<file path="src/rtl/vga_pkg.sv">
// rtl/vga_pkg.sv - shared timing defaults, polarity constants and width helper for the VGA scan-out engine
//
// Default timing is 640x480@60 (25.175 MHz pixel clock). H_TOTAL_DEF / V_TOTAL_DEF
// are the derived line and frame lengths for that mode.

package vga_pkg;

    localparam int H_ACTIVE_DEF = 640;
    localparam int H_FP_DEF     = 16;
    localparam int H_SYNC_DEF   = 96;
    localparam int H_BP_DEF     = 48;
    localparam int V_ACTIVE_DEF = 480;
    localparam int V_FP_DEF     = 10;
    localparam int V_SYNC_DEF   = 2;
    localparam int V_BP_DEF     = 33;

    localparam int H_TOTAL_DEF = H_ACTIVE_DEF + H_FP_DEF + H_SYNC_DEF + H_BP_DEF;
    localparam int V_TOTAL_DEF = V_ACTIVE_DEF + V_FP_DEF + V_SYNC_DEF + V_BP_DEF;

    localparam bit SYNC_ACTIVE_LOW  = 1'b0;
    localparam bit SYNC_ACTIVE_HIGH = 1'b1;

    // Bits needed to count 0..n-1, never less than one bit.
    function automatic int width_of(input int n);
        return (n <= 2) ? 1 : $clog2(n);
    endfunction

endpackage

</file>
<file path="src/rtl/vga_axis_cntr.sv">
// rtl/vga_axis_cntr.sv - generic single-axis scan counter (active, front porch, sync, back porch)
//
// Ports:
//   clock   in   pixel clock
//   nreset  in   asynchronous active-low reset, count returns to 0
//   adv     in   advance enable; count moves by one when high
//   count   out  current position 0..TOTAL-1
//   active  out  count is inside the visible region
//   sync    out  count is inside the sync region (polarity-free, 1 = in sync)
//   last    out  count is TOTAL-1; the next advance wraps to 0

module vga_axis_cntr
    import vga_pkg::*;
#(
    parameter int ACTIVE = H_ACTIVE_DEF,
    parameter int FP     = H_FP_DEF,
    parameter int SYNC   = H_SYNC_DEF,
    parameter int BP     = H_BP_DEF,
    parameter int CNT_W  = width_of(ACTIVE + FP + SYNC + BP)
) (
    input  logic             clock,
    input  logic             nreset,
    input  logic             adv,
    output logic [CNT_W-1:0] count,
    output logic             active,
    output logic             sync,
    output logic             last
);

    localparam int TOTAL = ACTIVE + FP + SYNC + BP;

    localparam logic [CNT_W-1:0] LAST_C      = CNT_W'(TOTAL - 1);
    localparam logic [CNT_W-1:0] ACTIVE_C    = CNT_W'(ACTIVE);
    localparam logic [CNT_W-1:0] SYNC_FIRST  = CNT_W'(ACTIVE + FP);
    // Inclusive upper bound so a zero back porch cannot overflow CNT_W.
    localparam logic [CNT_W-1:0] SYNC_FINAL  = CNT_W'(ACTIVE + FP + SYNC - 1);

    always_ff @(posedge clock or negedge nreset) begin
        if (!nreset) begin
            count <= '0;
        end else if (adv) begin
            count <= last ? '0 : count + 1'b1;
        end
    end

    assign last   = (count == LAST_C);
    assign active = (count < ACTIVE_C);
    assign sync   = (count >= SYNC_FIRST) && (count <= SYNC_FINAL);

endmodule

</file>
<file path="src/rtl/vga_scan_ctrl.sv">
// rtl/vga_scan_ctrl.sv - VGA scan-out engine: sync/de generation, scaled framebuffer fetch, latency-matched outputs
//
// Optional feature macro: VGA_TEST_PATTERN_EN (adds test_mode input, 8 vertical colour bars).
//
// Ports:
//   clock             in   pixel clock
//   nreset            in   asynchronous active-low reset
//   pixel_data        in   framebuffer read data; must be valid RD_LAT clocks after the counter
//                          position that produced pixel_addr (pixel_addr's own register is the first)
//   fb_base           in   base address of next frame, sampled on the last clock of each frame
//   test_mode         in   (VGA_TEST_PATTERN_EN only) show colour bars instead of pixel_data
//   pixel_addr        out  registered framebuffer read address
//   pixel             out  registered colour, 0 outside the active area
//   h_sync            out  horizontal sync, active level SYNC_POL
//   v_sync            out  vertical sync, active level SYNC_POL
//   de                out  display enable, aligned with pixel
//   v_blank_interupt  out  active-low one-clock pulse when counters reach (h=0, v=V_ACTIVE)

module vga_scan_ctrl
    import vga_pkg::*;
#(
    parameter int H_ACTIVE = H_ACTIVE_DEF,
    parameter int H_FP     = H_FP_DEF,
    parameter int H_SYNC   = H_SYNC_DEF,
    parameter int H_BP     = H_BP_DEF,
    parameter int V_ACTIVE = V_ACTIVE_DEF,
    parameter int V_FP     = V_FP_DEF,
    parameter int V_SYNC   = V_SYNC_DEF,
    parameter int V_BP     = V_BP_DEF,
    parameter int SCALE    = 2,
    parameter int PIX_W    = 12,
    parameter int ADDR_W   = 17,
    parameter int RD_LAT   = 1,
    parameter bit SYNC_POL = SYNC_ACTIVE_LOW
) (
    input  logic              clock,
    input  logic              nreset,
    input  logic [PIX_W-1:0]  pixel_data,
    input  logic [ADDR_W-1:0] fb_base,
`ifdef VGA_TEST_PATTERN_EN
    input  logic              test_mode,
`endif
    output logic [ADDR_W-1:0] pixel_addr,
    output logic [PIX_W-1:0]  pixel,
    output logic              h_sync,
    output logic              v_sync,
    output logic              de,
    output logic              v_blank_interupt
);

    localparam int H_TOTAL = H_ACTIVE + H_FP + H_SYNC + H_BP;
    localparam int V_TOTAL = V_ACTIVE + V_FP + V_SYNC + V_BP;
    localparam int H_W     = width_of(H_TOTAL);
    localparam int V_W     = width_of(V_TOTAL);
    localparam int DEPTH   = 1 + RD_LAT;
    localparam int SUB_W   = width_of(SCALE);

    localparam logic [SUB_W-1:0]  SUB_LAST   = SUB_W'(SCALE - 1);
    localparam logic [ADDR_W-1:0] ROW_STEP   = ADDR_W'(H_ACTIVE / SCALE);
    localparam logic [H_W-1:0]    H_LAST_ACT = H_W'(H_ACTIVE - 1);
    localparam logic [V_W-1:0]    V_LAST_ACT = V_W'(V_ACTIVE - 1);

    // ------------------------------------------------------------------
    // Stage 0: scan counters
    // ------------------------------------------------------------------
    logic [H_W-1:0] h_cnt;
    logic [V_W-1:0] v_cnt;
    logic           h_active, h_in_sync, h_last;
    logic           v_active, v_in_sync, v_last;
    logic           disp;
    logic           frame_end;

    vga_axis_cntr #(
        .ACTIVE (H_ACTIVE),
        .FP     (H_FP),
        .SYNC   (H_SYNC),
        .BP     (H_BP),
        .CNT_W  (H_W)
    ) u_h_cntr (
        .clock  (clock),
        .nreset (nreset),
        .adv    (1'b1),
        .count  (h_cnt),
        .active (h_active),
        .sync   (h_in_sync),
        .last   (h_last)
    );

    vga_axis_cntr #(
        .ACTIVE (V_ACTIVE),
        .FP     (V_FP),
        .SYNC   (V_SYNC),
        .BP     (V_BP),
        .CNT_W  (V_W)
    ) u_v_cntr (
        .clock  (clock),
        .nreset (nreset),
        .adv    (h_last),
        .count  (v_cnt),
        .active (v_active),
        .sync   (v_in_sync),
        .last   (v_last)
    );

    assign disp      = h_active && v_active;
    assign frame_end = h_last && v_last;

    // ------------------------------------------------------------------
    // Address generation (incremental, no multiplier)
    // line_start doubles as the per-frame latched base: it is loaded from
    // fb_base on the last clock of the frame and only advanced by ROW_STEP
    // after SCALE repeats of a source row.
    // ------------------------------------------------------------------
    logic [ADDR_W-1:0] line_start;
    logic [SUB_W-1:0]  col_sub;
    logic [SUB_W-1:0]  row_sub;

    always_ff @(posedge clock or negedge nreset) begin
        if (!nreset) begin
            pixel_addr <= '0;
            line_start <= '0;
            col_sub    <= '0;
            row_sub    <= '0;
        end else begin
            if (frame_end) begin
                line_start <= fb_base;
                row_sub    <= '0;
            end else if (disp && (h_cnt == H_LAST_ACT)) begin
                if (row_sub == SUB_LAST) begin
                    row_sub    <= '0;
                    line_start <= line_start + ROW_STEP;
                end else begin
                    row_sub <= row_sub + 1'b1;
                end
            end

            // Outside the active area the address simply holds.
            if (disp) begin
                if (h_cnt == '0) begin
                    pixel_addr <= line_start;
                    col_sub    <= '0;
                end else if (col_sub == SUB_LAST) begin
                    pixel_addr <= pixel_addr + 1'b1;
                    col_sub    <= '0;
                end else begin
                    col_sub <= col_sub + 1'b1;
                end
            end
        end
    end

    // ------------------------------------------------------------------
    // Timing delay lines: bit k holds the stage-(k+1) copy, so the top bit
    // lines up with pixel, which is loaded from stage DEPTH-1.
    // ------------------------------------------------------------------
    logic [DEPTH-1:0] de_q;
    logic [DEPTH-1:0] hs_q;
    logic [DEPTH-1:0] vs_q;

    always_ff @(posedge clock or negedge nreset) begin
        if (!nreset) begin
            de_q <= '0;
            hs_q <= '0;
            vs_q <= '0;
        end else begin
            de_q <= {de_q[DEPTH-2:0], disp};
            hs_q <= {hs_q[DEPTH-2:0], h_in_sync};
            vs_q <= {vs_q[DEPTH-2:0], v_in_sync};
        end
    end

    // ------------------------------------------------------------------
    // Pixel source
    // ------------------------------------------------------------------
    logic [PIX_W-1:0] src_pix;

`ifdef VGA_TEST_PATTERN_EN
    localparam int BAR_LEN = H_ACTIVE / 8;
    localparam int BAR_W   = width_of(BAR_LEN);
    localparam int CW      = PIX_W / 3;

    localparam logic [BAR_W-1:0] BAR_LAST = BAR_W'(BAR_LEN - 1);

    logic [BAR_W-1:0] bar_cnt;
    logic [2:0]       bar_idx;
    logic [PIX_W-1:0] bar_rgb;
    logic [PIX_W-1:0] bar_q [RD_LAT];

    // bar_idx tracks h_cnt / BAR_LEN without a divider.
    always_ff @(posedge clock or negedge nreset) begin
        if (!nreset) begin
            bar_cnt <= '0;
            bar_idx <= '0;
        end else if (h_last) begin
            bar_cnt <= '0;
            bar_idx <= '0;
        end else if (h_active) begin
            if (bar_cnt == BAR_LAST) begin
                bar_cnt <= '0;
                bar_idx <= bar_idx + 1'b1;
            end else begin
                bar_cnt <= bar_cnt + 1'b1;
            end
        end
    end

    assign bar_rgb = PIX_W'({{CW{bar_idx[2]}}, {CW{bar_idx[1]}}, {CW{bar_idx[0]}}});

    // Bar colour follows the same stage timing as the fetched data.
    always_ff @(posedge clock or negedge nreset) begin
        if (!nreset) begin
            for (int i = 0; i < RD_LAT; i++) begin
                bar_q[i] <= '0;
            end
        end else begin
            bar_q[0] <= bar_rgb;
            for (int i = 1; i < RD_LAT; i++) begin
                bar_q[i] <= bar_q[i-1];
            end
        end
    end

    assign src_pix = test_mode ? bar_q[RD_LAT-1] : pixel_data;
`else
    assign src_pix = pixel_data;
`endif

    always_ff @(posedge clock or negedge nreset) begin
        if (!nreset) begin
            pixel <= '0;
        end else begin
            pixel <= de_q[DEPTH-2] ? src_pix : '0;
        end
    end

    // ------------------------------------------------------------------
    // Vblank interrupt: registered so it is low exactly while the
    // counters sit at (0, V_ACTIVE); not routed through the delay line.
    // ------------------------------------------------------------------
    always_ff @(posedge clock or negedge nreset) begin
        if (!nreset) begin
            v_blank_interupt <= 1'b1;
        end else begin
            v_blank_interupt <= !(h_last && (v_cnt == V_LAST_ACT));
        end
    end

    assign de     = de_q[DEPTH-1];
    assign h_sync = hs_q[DEPTH-1] ? SYNC_POL : ~SYNC_POL;
    assign v_sync = vs_q[DEPTH-1] ? SYNC_POL : ~SYNC_POL;

endmodule
</file>
<file path="config.mk">
export PLATFORM = sky130hd
export DESIGN_NAME = vga_scan_ctrl
export DESIGN_NICKNAME = d
export VERILOG_FILES = /design/src/rtl/vga_pkg.sv /design/src/rtl/vga_axis_cntr.sv /design/src/rtl/vga_scan_ctrl.sv
export SDC_FILE = /design/constraint.sdc
export NUM_CORES = 1
export LEC_CHECK = 0
export CAP_MARGIN = 20
export CORE_MARGIN = 1
export CORE_UTILIZATION = 40
export DETAILED_ROUTE_END_ITERATION = 8
export SYNTH_ARGS = -nofsm -noshare
export SYNTH_HDL_FRONTEND = slang
export SYNTH_HIERARCHICAL = 1
export SYNTH_SLANG_ARGS = --single-unit
</file>
<file path="constraint.sdc">
create_clock -name clock -period 4.69 [get_ports clock]
set_clock_uncertainty 0.05 [all_clocks]
set_input_delay 1.407 -clock clock [delete_from_list [all_inputs] [get_ports clock]]
set_output_delay 1.407 -clock clock [all_outputs]
set_load 0.01 [all_outputs]
</file>
# Word-level counts from Yosys, hierarchy flattened
# Cells that the tools add are included.
[op_classes]
n_lt_le_gt_ge = 6
eq_ne = 4
addsub = 6
reduce_logical = 13
mux = 15
[ops]
columns = ["op", "count"]
rows = [
  ["17-bit 2-to-1 mux", 5],
  ["10-bit == test (second input constant)", 3],
  ["10-bit by 1-bit adder with 10-bit output (second input constant)", 2],
  ["10-bit 2-to-1 mux", 2],
  ["17-bit by 1-bit adder with 17-bit output (second input constant)", 1],
  ["17-bit by 9-bit adder with 17-bit output (second input constant)", 1],
  ["12-bit 2-to-1 mux", 1],
  ["10-bit by 9-bit == test with 1-bit output (second input constant)", 1],
  ["10-bit >= comparator (second input constant)", 1],
  ["10-bit by 9-bit >= comparator with 1-bit output (second input constant)", 1],
  ["10-bit less-or-equal comparator (second input constant)", 1],
  ["10-bit by 9-bit less-or-equal comparator with 1-bit output (second input constant)", 1],
  ["10-bit logical NOT", 1],
  ["10-bit less-than comparator (second input constant)", 1],
  ["10-bit by 9-bit less-than comparator with 1-bit output (second input constant)", 1],
  ["1-bit 2-to-1 mux", 7],
  ["1-bit logical AND", 6],
  ["2-bit nonzero test", 3],
  ["2-bit AND reduction", 2],
  ["1-bit adder (second input constant)", 2],
  ["1-bit logical NOT", 1],
]
[word_totals]
out_inout_bits = 33
reg_bits = 75
elab_cells = 55

# Longest topological paths before layout
[logic_depth]
word_depth = 5
ltp_mapped = 8

# Hierarchy
# The synthesis kept the hierarchy.
[by_module_without_submodules]
columns = ["module", "area_each_um2", "cells_per_inst", "instances"]
rows = [
  ["vga_scan_ctrl", 2771.4, 273, 1],
  ["vga_axis_cntr at u_v_cntr", 561.8, 56, 1],
  ["vga_axis_cntr at u_h_cntr", 548.0, 56, 1],
]

# Worst setup path before layout
# No wires, ideal clock.
[synth_path]
path_type = "register to register"
start = "register u_h_cntr.count[5]"
end = "register pixel_addr[1]"
arrival_ns = 2.064
stages_incl_launch_ff = 6
n_path_buf = 1
synth_period_minus_slack_ns = 2.239
t_required_ns = 4.515
setup_slack_ns = 2.451
path_cell_list = "dfrtp_1 > or4_1 > buf_2 > nor3_2 > mux2_2 > mux2_2"
[synth_via]
elab_chain_len = 3
elab_cells_between_ends = 6
classes_between = "1 x order compare; 1 x mux; 4 x reduce/logical"
[synth_lines]
columns = ["item", "line_no", "text"]
rows = [
  ["start: declaration", "vga_axis_cntr.sv:24", "output logic [CNT_W-1:0] count,"],
  ["start signal: assignment", "vga_axis_cntr.sv:42", "count <= last ? '0 : count + 1'b1;"],
  ["10-bit less-than comparator or 10-bit logical NOT (tied branches)", "vga_axis_cntr.sv:47, vga_scan_ctrl.sv:139", ""],
  ["1-bit logical AND or 2-bit nonzero test (tied branches)", "--", ""],
  ["2-bit AND reduction (no line)", "--", ""],
  ["end signal: assignment", "vga_scan_ctrl.sv:140", "pixel_addr <= line_start;"],
  ["end signal: assignment", "vga_scan_ctrl.sv:143", "pixel_addr <= pixel_addr + 1'b1;"],
  ["end: declaration", "vga_scan_ctrl.sv:43", "output logic [ADDR_W-1:0] pixel_addr,"],
]
# Parallel ways exist; a longest one is shown, timed or not.
# A chain may end at the register's enable or synchronous reset.

# Worst setup path after layout
[layout_path]
start = "register pixel_addr[8]"
end = "output port pixel_addr[8]"
# No word-level cell between the ends.

==> results.py <==
metrics = {
    "outcome": {
        "status": "finished, final reports clean",
    },
    "die": {
        "initial_core_util": 0.416,
        "die_width_um": 101,
        "dieArea_um2": 10100,
        "core-area_um2": 9330,
        "fp.dieH_um": 101,
        "ioPinCount": 64,
        "rows": 35,
    },
    "yosys": {
        "synth_compound_area_frac": 0.137,
        "synth_cell_types": 62,
        "synth_top_family_by_area": "simple AND/OR/NAND/NOR gates",
        "yosys.area_share.adder": 0.0193,
        "syn-mean-instance-area_um2": 10.1,
        "yosysTopAreaCell": "dfrtp_1",
        "synth-simple-area-share": 0.245,
        "synth_xor_area_frac": 0.0271,
        "synth-main-ff-cell": "dfrtp_1",
        "seq_area_frac_synth": 0.484,
        "yosysWarnings": 6,
        "synth_area_um2": 3880,
        "ys_ff_latch": 75,
        "muxShareOfSynthArea": 0.0503,
        "synth_top_area_share": 0.477,
        "syn_inst": 385,
        "synthTopCellsByArea": "dfrtp_1 (48%), nand2_1 (3.2%), and2_1 (2.4%), mux2i_1 (2.3%), mux2_2 (2.3%)",
        "async_reset_ff_frac": 1.00,
        "synth_edf_count": 0,
    },
    "timing": {
        "hold_violations": 0,
        "rsz0062_at_grt": "false",
        "max_freq_mhz": 347,
        "period_share": 0.614,
        "slew_headroom": 0.338,
        "finalWorstSetupSlack_ps": 1810,
        "drv_slew": 0,
        "finalSetupViolCount": 0,
        "min_period_ps": 2880,
        "tightestPinTransition_ps": 984,
        "setup_tns_ps": 0,
    },
    "grt": {
        "grt_max_degree": 76,
        "grt_pass1_vias": 3036,
        "grt_pass1_wl_um": 14700,
        "grt.total_usage": 0.186,
        "grt-ovfl-total": 0,
        "antenna_found_initial": 0,
    },
    "run": {
        "cap_viol_max_count": 0,
    },
    "clock_network": {
        "clk-insertion-delay-late_ps": 350,
        "clock_sinks": 75,
        "post_cts_buffers": 0,
        "cts.reportedPaths.clkPinSlew_ps": 80,
        "clk_path_buf_depth": 2,
        "cts.htree.levels": 3,
        "cts_buffers": 9,
        "cts-root-buf": "clkbuf_8",
        "tritoncts": "built",
        "post_cts_resize_count": 0,
        "cts_hold_buf": 0,
    },
    "drt": {
        "first_pass_iters": 5,
        "vias": 3173,
        "route.detailed.drc": 0,
        "viasPerCell": 5.49,
        "ant_nets": 0,
        "wirelength_um": 8540,
        "wl_per_cell_um": 14.8,
        "first_iter_violations": 141,
    },
    "critical_path": {
        "crit_path_start": "pixel_addr[8]$_DFFE_PN0P_",
        "crit_type": "flip-flop to primary output",
        "cp_slowest_cell": "clkdlybuf4s50_1",
        "rrSetupSlack_ps": 1900,
        "rr_endpoint": "line_start[11]$_DFFE_PN0P_",
        "start_kind": "flip-flop",
        "critPathBufInv": 1,
        "endpoint": "pixel_addr[8]",
        "cp_max_fo": 7,
        "reg2regPathDepth": 6,
        "arrival_ps": 1420,
        "timing.rr.start": "u_v_cntr/count[7]$_DFFE_PN0P_",
        "crit_required_ps": 3230,
        "critPathMaxStageDelay_ps": 590,
        "path_cells": "clkdlybuf4s50_1",
        "path_depth": 1,
        "crit_family": "buffers and inverters",
        "end_kind": "primary output",
    },
    "layout": {
        "regArea_um2": 1880,
        "final_cell_mix": "dfrtp_1 (74), clkdlybuf4s50_1 (62), nand2_1 (33)",
        "fillCellCount": 872,
        "finalNetCount": 481,
        "syn2layout_area_growth_pct": 23.6,
        "drive_gt1_frac": 0.0980,
        "antenna_cells": 0,
        "final_cell_count_no_fill": 578,
        "utilization": 0.514,
        "layout_commonest_cell": "dfrtp_1",
        "multi_input_area_um2": 1880,
    },
    "placed_design": {
        "dp_slack_ps": 1910,
        "dp.cells": 562,
        "portBuffers": 63,
        "gp_congestion": 0.852,
        "dpl.hpwl_um": 5910,
    },
    "power": {
        "p_leak_nw": 2.03,
        "ir_worst_vdd_v": 0.000286,
        "power.density_nw_per_um2": 422,
    },
    "hold_path": {
        "hold_class": "flip-flop to flip-flop",
    },
}
## worst min path at each step
stage	from	end	slack, ps	depth (start not counted)
floorplan	hs_q[0]$_DFF_PN0_	hs_q[1]$_DFF_PN0_	280	0
global placement	vs_q[0]$_DFF_PN0_	vs_q[1]$_DFF_PN0_	280	0
detailed placement	vs_q[0]$_DFF_PN0_	vs_q[1]$_DFF_PN0_	280	0
CTS	vs_q[0]$_DFF_PN0_	vs_q[1]$_DFF_PN0_	300	0
global route	vs_q[0]$_DFF_PN0_	vs_q[1]$_DFF_PN0_	310	0
finish	vs_q[0]$_DFF_PN0_	vs_q[1]$_DFF_PN0_	300	0
## per-layer routing
metal  vias to the layer above  wire length (um)  track usage
met3                        17               334       0.0381
met2                        75              4170        0.302
li1                       1537                 -            -
met5                         -                 0            0
met4                         0               202       0.0836
met1                      1544              3830        0.241
## cells by family (layout without fill, tap and decap cells)
kind of cell	after synthesis	count (layout)
simple gates	165	165
compound gates	78	78
flops	75	75
buf+inv	30	88
mux	18	18
xor+xnor	12	12
fa+ha+maj	6	6
other cells	1	7
## per-stage QoR
| stage | hold WS, ps | power (mW) | instance area, um^2 |
|---|---|---|---|
| finish | 300 | 2.03 | 4800 |
| global route | 314 | 2.16 | 4800 |
| CTS | 303 | 2.05 | 4800 |
| detailed placement | 285 | 1.50 | 4580 |
| global placement | 285 | 1.49 | 4580 |
| floorplan | 281 | 1.23 | 3900 |
## flip-flops by register name (all words and copies together) (netlist names)
register and cells:
v_blank_interupt 1, col_sub 1, de_q 2, u_v_cntr/count 10, vs_q 2, u_h_cntr/count 10
line_start 17, hs_q 2, row_sub 1, pixel 12, pixel_addr 17
## synthesized netlist by cell type (8+ instances only)
library cell	instances
a31oi_1	12
mux2_2	8
nor3_1	10
inv_1	8
mux2i_1	9
xor2_1	9
a21oi_1	15
nand3_1	13
or3_1	12
o21ai_0	16
a2bb2oi_1	8
nand2_1	33
dfrtp_1	74
clkbuf_1	12
nand4_1	14
and2_1	15
nor2_1	22
## layout make-up
| cell class | instances | area share |
|---|---|---|
| Multi-Input combinational cell | 286 | 0.392 |
| Clock inverter | 7 | 0.0190 |
| Clock buffer | 9 | 0.0258 |
| Sequential cell | 75 | 0.391 |
| Inverter | 9 | 0.00704 |
| Tap cell | 129 | 0.0336 |
| Timing Repair Buffer | 63 | 0.131 |
## where the power goes
part	switching, mW	internal (mW)
logic	0.231	0.317
registers	0.185	0.754
clock network	0.241	0.298
total	0.657	1.37
Power figures use the tool's default switching activity.
